$ cat config.mk
export PLATFORM = sky130hd
export DESIGN_NAME = score_keeper
export DESIGN_NICKNAME = d
export VERILOG_FILES = /design/src/rtl/score_keeper.sv
export SDC_FILE = /design/constraint.sdc
export NUM_CORES = 1
export LEC_CHECK = 0
export CAP_MARGIN = 25
export CORE_MARGIN = 3
export CORE_UTILIZATION = 55
export DETAILED_ROUTE_END_ITERATION = 7
export PLACE_DENSITY = 0.77
export REMOVE_ABC_BUFFERS = 1
export SYNTH_ARGS = -nofsm -noshare
export SYNTH_HDL_FRONTEND = slang
export SYNTH_SLANG_ARGS = --single-unit
$ cat constraint.sdc
create_clock -name clk -period 4 [get_ports clk]
set_clock_uncertainty 0.1 [all_clocks]
set_input_delay 0.8 -clock clk [delete_from_list [all_inputs] [get_ports clk]]
set_output_delay 0.8 -clock clk [all_outputs]
set_load 0.02 [all_outputs]
$ cat src/rtl/score_keeper.sv
// score_keeper: game-round controller and score register for the reflex trainer.
// It runs the round countdown and counts hits and misses during a timed round.
// It also keeps the best completed-round score of the session.
// Every output is registered, and reset is synchronous and active-low.
module score_keeper #(
  parameter int TICK_CYCLES = 100_000_000,
  parameter int ROUND_SEC   = 30,
  parameter int MAX_SCORE   = 99
) (
  input  logic       clk,
  input  logic       rst_n,
  input  logic       start,
  input  logic       hit,
  input  logic       miss,
  output logic [6:0] score,
  output logic [6:0] best,
  output logic [5:0] time_left,
  output logic [1:0] state,
  output logic       round_done,
  output logic       new_best
);

  localparam int              TW         = (TICK_CYCLES > 1) ? $clog2(TICK_CYCLES) : 1;
  localparam logic [TW-1:0]   TICK_LAST  = TW'(TICK_CYCLES - 1);
  localparam logic [TW-1:0]   TICK_ONE   = TW'(1);
  localparam logic [TW-1:0]   TICK_ZERO  = TW'(0);
  localparam logic [5:0]      ROUND_LOAD = 6'(ROUND_SEC);
  localparam logic [6:0]      SCORE_MAX  = 7'(MAX_SCORE);

  typedef enum logic [1:0] {
    ST_IDLE = 2'b00,
    ST_PLAY = 2'b01,
    ST_DONE = 2'b10
  } state_e;

  state_e          state_r, state_s;
  logic [6:0]      score_r, score_s;
  logic [6:0]      best_r, best_s;
  logic [5:0]      time_r, time_s;
  logic [TW-1:0]   tick_r, tick_s;
  logic            round_done_r, round_done_s;
  logic            new_best_r, new_best_s;

  // Saturating score step: limits are checked before the add/subtract so the
  // 7-bit value never wraps; a simultaneous hit and miss cancel out.
  function automatic logic [6:0] next_score(input logic [6:0] cur,
                                            input logic       h,
                                            input logic       m);
    logic [6:0] res;
    res = cur;
    if (h && !m) begin
      if (cur < SCORE_MAX) begin
        res = cur + 7'd1;
      end else begin
        res = cur;
      end
    end else if (m && !h) begin
      if (cur != 7'd0) begin
        res = cur - 7'd1;
      end else begin
        res = cur;
      end
    end else begin
      res = cur;
    end
    return res;
  endfunction

  // Next-state and next-output logic for the round controller.
  always_comb begin
    state_s      = state_r;
    score_s      = score_r;
    best_s       = best_r;
    time_s       = time_r;
    tick_s       = tick_r;
    round_done_s = 1'b0;
    new_best_s   = new_best_r;
    case (state_r)
      ST_IDLE, ST_DONE: begin
        if (start) begin
          state_s    = ST_PLAY;
          score_s    = 7'd0;
          time_s     = ROUND_LOAD;
          tick_s     = TICK_ZERO;
          new_best_s = 1'b0;
        end else begin
          state_s = state_r;
        end
      end
      ST_PLAY: begin
        score_s = next_score(score_r, hit, miss);
        if (tick_r == TICK_LAST) begin
          tick_s = TICK_ZERO;
          time_s = time_r - 6'd1;
          if (time_r == 6'd1) begin
            // Final wrap: the best compare sees this cycle's score update.
            state_s      = ST_DONE;
            round_done_s = 1'b1;
            if (score_s > best_r) begin
              best_s     = score_s;
              new_best_s = 1'b1;
            end else begin
              best_s     = best_r;
              new_best_s = 1'b0;
            end
          end else begin
            state_s = ST_PLAY;
          end
        end else begin
          tick_s = tick_r + TICK_ONE;
        end
      end
      default: begin
        // Unreachable encoding: fall back to a clean idle state.
        state_s    = ST_IDLE;
        score_s    = 7'd0;
        time_s     = 6'd0;
        tick_s     = TICK_ZERO;
        new_best_s = 1'b0;
      end
    endcase
  end

  // State and output registers with synchronous active-low reset.
  always_ff @(posedge clk) begin
    if (!rst_n) begin
      state_r      <= ST_IDLE;
      score_r      <= 7'd0;
      best_r       <= 7'd0;
      time_r       <= 6'd0;
      tick_r       <= TICK_ZERO;
      round_done_r <= 1'b0;
      new_best_r   <= 1'b0;
    end else begin
      state_r      <= state_s;
      score_r      <= score_s;
      best_r       <= best_s;
      time_r       <= time_s;
      tick_r       <= tick_s;
      round_done_r <= round_done_s;
      new_best_r   <= new_best_s;
    end
  end

  assign score      = score_r;
  assign best       = best_r;
  assign time_left  = time_r;
  assign state      = state_r;
  assign round_done = round_done_r;
  assign new_best   = new_best_r;

endmodule

==> metrics.log <==
INFO  metric drt-wirelength-per-cell = 14.9 um
INFO  metric rsz0062_at_grt = no
INFO  metric timing.critical_path.from_type = input port
INFO  metric layout_min_cycle_time = 3.66 ns
INFO  metric remaining_drc_errors = 0
INFO  metric synth-async-reset-ratio = 0
INFO  metric netSwitchingPower = 284 uW
INFO  metric gp_congestion = between 0.8 and 0.9
INFO  metric share_seq_of_total_power = 0.526
INFO  metric grt_pass1_wl = 12.0 mm
INFO  metric period_share = 0.914
INFO  metric io-pin-count = 29
INFO  metric max_slew.worst_pin.slew = 0.774 ns
INFO  metric worstSetupPathType = in -> reg
INFO  metric initial_utilization = 0.574
INFO  metric synth_warnings = 0
INFO  metric mappedNetlistArea = 2970 sq um
INFO  metric finish.instance_area = about 3500 sq um
INFO  metric synth_area_leader_cell = dfxtp_1
INFO  metric grt_overflow_total = 0
INFO  metric status = completed
INFO  metric die_area = 6320 sq um
INFO  metric grt_antenna_before_repair = 0
INFO  metric route.antenna.remaining_nets = 0
INFO  metric tritoncts = built
INFO  metric synth_area_leaders = dfxtp_1 (34%), nor2_1 (6.7%), ha_1 (5.5%), nand2_1 (3.7%), xor2_1 (3.5%)
INFO  metric post_cts_buffers = 0
INFO  metric clk_transition_reported_paths = 0.09 ns
INFO  metric hold_class = reg -> reg
INFO  metric clkPwrFrac = 0.310
INFO  metric maximum_number_of_pins_on_one_net_before_global_route_repair = 27
INFO  metric total_leakage_power = 1.20 nW
INFO  metric layout-area-overhead-vs-synth = 17.0%
INFO  metric grt_util_all_layers = 0.231
INFO  metric synth-seq-cells = 51
INFO  metric insertedDiodeCount = 0
INFO  metric grt_use_met1 = 0.298
INFO  metric deepest_level_of_the_cts_h_tree = 2
INFO  metric number_of_global_route_vias_before_repair = about 2700
INFO  metric worst_skew_pair_later_pin_latency = roughly 0.31 ns
INFO  metric holdBufCountCts = 0
INFO  metric critPathCaptureType = flop
INFO  metric slew_headroom = 0.482
INFO  metric fin_total_pwr = about 1 mW
INFO  metric die-height = 79.5 um
INFO  metric cts_buffer_depth = 2
INFO  metric max-cap-violations = 0
INFO  metric layout.cells.most_common = nor2_1
INFO  metric place_hpwl = 5.02 mm
INFO  metric synth-seq-area-share = 0.344
INFO  metric place.port_buffers = 28
INFO  metric fin_nets = 415
INFO  metric num_rows = 26
INFO  metric post-synth-top-area-fraction = 0.344
INFO  metric timing.final.ws_setup = ~0.34 ns
INFO  metric synth.avg_cell_area = just over 8 sq um
INFO  metric top_usage_layer = met2
INFO  metric setup_viol = 0
INFO  metric die_width = between 70 and 80 um
INFO  metric grt_util_met2 = 0.395
INFO  metric layout_common_cells = nor2_1 (53), dfxtp_1 (51), nand2_1 (29), clkdlybuf4s50_1 (28), a21oi_1 (20)
INFO  metric detailedRoute.firstIterationViolations = 176
INFO  metric synth.lib_cells_used.distinct = 64
INFO  metric post_synth_edffs = 0
INFO  metric timing.critical_path.required = 4.09 ns
INFO  metric postRouteWirelength = about 7 mm
INFO  metric floorplan.core_area = between 5000 and 6000 sq um
INFO  metric postLayoutCoreUtil = 0.672
INFO  metric drt_pre_antenna_iters = 4
INFO  metric cts.sink_count = 51
INFO  metric synth_ff_type = dfxtp_1
INFO  metric worst_ep_arrival_time = 3.75 ns
INFO  metric routed-via-count = roughly 2700
INFO  metric global_route.usage.met3 = 0.0327
INFO  metric clk_tree_root_cell = clkbuf_8
INFO  metric postSynthCellCount = 365
INFO  metric top_achievable_clock_speed = 273 MHz
INFO  metric power.internal = 730 uW
INFO  metric cts_resized = 0
INFO  metric inserted_clock_buffers = 5
INFO  metric p_sw_frac = 0.280
INFO  metric comb_power_share = 0.164
INFO  metric drv_slew = 0
INFO  metric share_of_final_layout_standard_cells_stronger_than_drive_strength_1 = 0.0905
INFO  metric setup_total_negative_slack = 0 ns
INFO  metric avgViaCountPerCell = approximately 5.9
INFO  metric postPlaceCellArea = between 3000 and 4000 sq um
INFO  metric path_max_fanout = 8
INFO  metric p_per_area = 292 nW/um^2
INFO  metric ir_worst_vdd = about 0.24 mV
INFO  metric finalHoldViolCount = 0
INFO  metric pre_cts_ws = between 0.07 and 0.08 ns
-- worst paths after layout --
path	endpoint	slack, ns	from	cells after the start
min	new_best	0.39	new_best	2
max	best[6]	0.34	hit	16
max reg2reg	best[6]	0.45	score[2]	15
min reg2reg	new_best	0.39	new_best	2
-- routing by layer --
metal	vias to the layer above	wire, um
li1	1378	-
met1	1293	3320
met2	63	3330
met3	8	271
met4	0	64
met5	-	0
-- power groups by stage --
stage	Combinational, mW	Sequential [mW]	Clock, mW
2_1_floorplan	0.0931	0.551	0
3_3_place_gp	0.162	0.544	0
3_5_place_dp	0.164	0.544	0
4_1_cts	0.165	0.533	0.323
5_1_grt	0.184	0.535	0.341
6_report	0.166	0.533	0.314
-- cells in the mapped netlist (3+ instances only) --
library cell / n
nor2_1: 53
dfxtp_1: 51
nand2_1: 29
a21oi_1: 20
inv_1: 17
clkbuf_1: 16
o21ai_0: 14
ha_1: 13
nand4_1: 13
xor2_1: 12
nor3_1: 10
mux2i_1: 8
nand3_1: 8
xnor2_1: 8
a22oi_1: 6
a311oi_1: 5
and3_1: 5
nand2b_1: 5
or3_1: 5
and2_1: 3
nand3b_1: 3
nand4b_1: 3
nor2b_1: 3
nor4_1: 3
o31ai_1: 3
-- worst max-delay path, cell delays in order --
cell and delay, ns:
clkdlybuf4s50_1 0.47, nand2b_1 0.21, nor4_1 0.29, xor2_1 0.22, a21oi_1 0.08, a211o_1 0.31
inv_1 0.06, ha_1 0.23, nand4_1 0.12, o21a_1 0.14, o31ai_1 0.07, buf_4 0.15
nor3_4 0.13, buf_4 0.20, mux2i_1 0.20, nor2_1 0.05
-- logic make-up after synthesis --
logic type | Yosys count | share of synthesized area
AO/OA/AOI/OAI | 74 | 0.172
adder cells (fa/ha/maj) | 13 | 0.0548
buffers and inverters | 35 | 0.0447
AND/OR/NAND/NOR | 163 | 0.295
XOR/XNOR | 20 | 0.0590
flip-flops | 51 | 0.344
multiplexers | 9 | 0.0308
-- sequential cells by signal, summed over array words and instances (netlist names) --
name	count
new_best	1
round_done	1
score	7
tick_r	27
state	2
best	7
time_left	6
-- area by class of cell --
| cell class | count | area, sq um |
|---|---|---|
| well taps | 70 | 87.6 |
| clock buffers | 6 | 82.6 |
| fillers | 437 | 1700 |
| repair buffers | 42 | 383 |
| flip-flops and latches | 51 | 1020 |
| inverters | 18 | 67.6 |
| clock inverters | 2 | 16.3 |
| multi-input cells | 279 | 1820 |
-- metrics by stage --
stage | std cells | hold WS, ns
floorplan | 348 | 0.353
global placement | 459 | 0.369
global route | 468 | 0.412
CTS | 467 | 0.394
detailed placement | 459 | 0.379
finish | 468 | 0.393
Note: power is estimated with default switching activity, not from simulation.
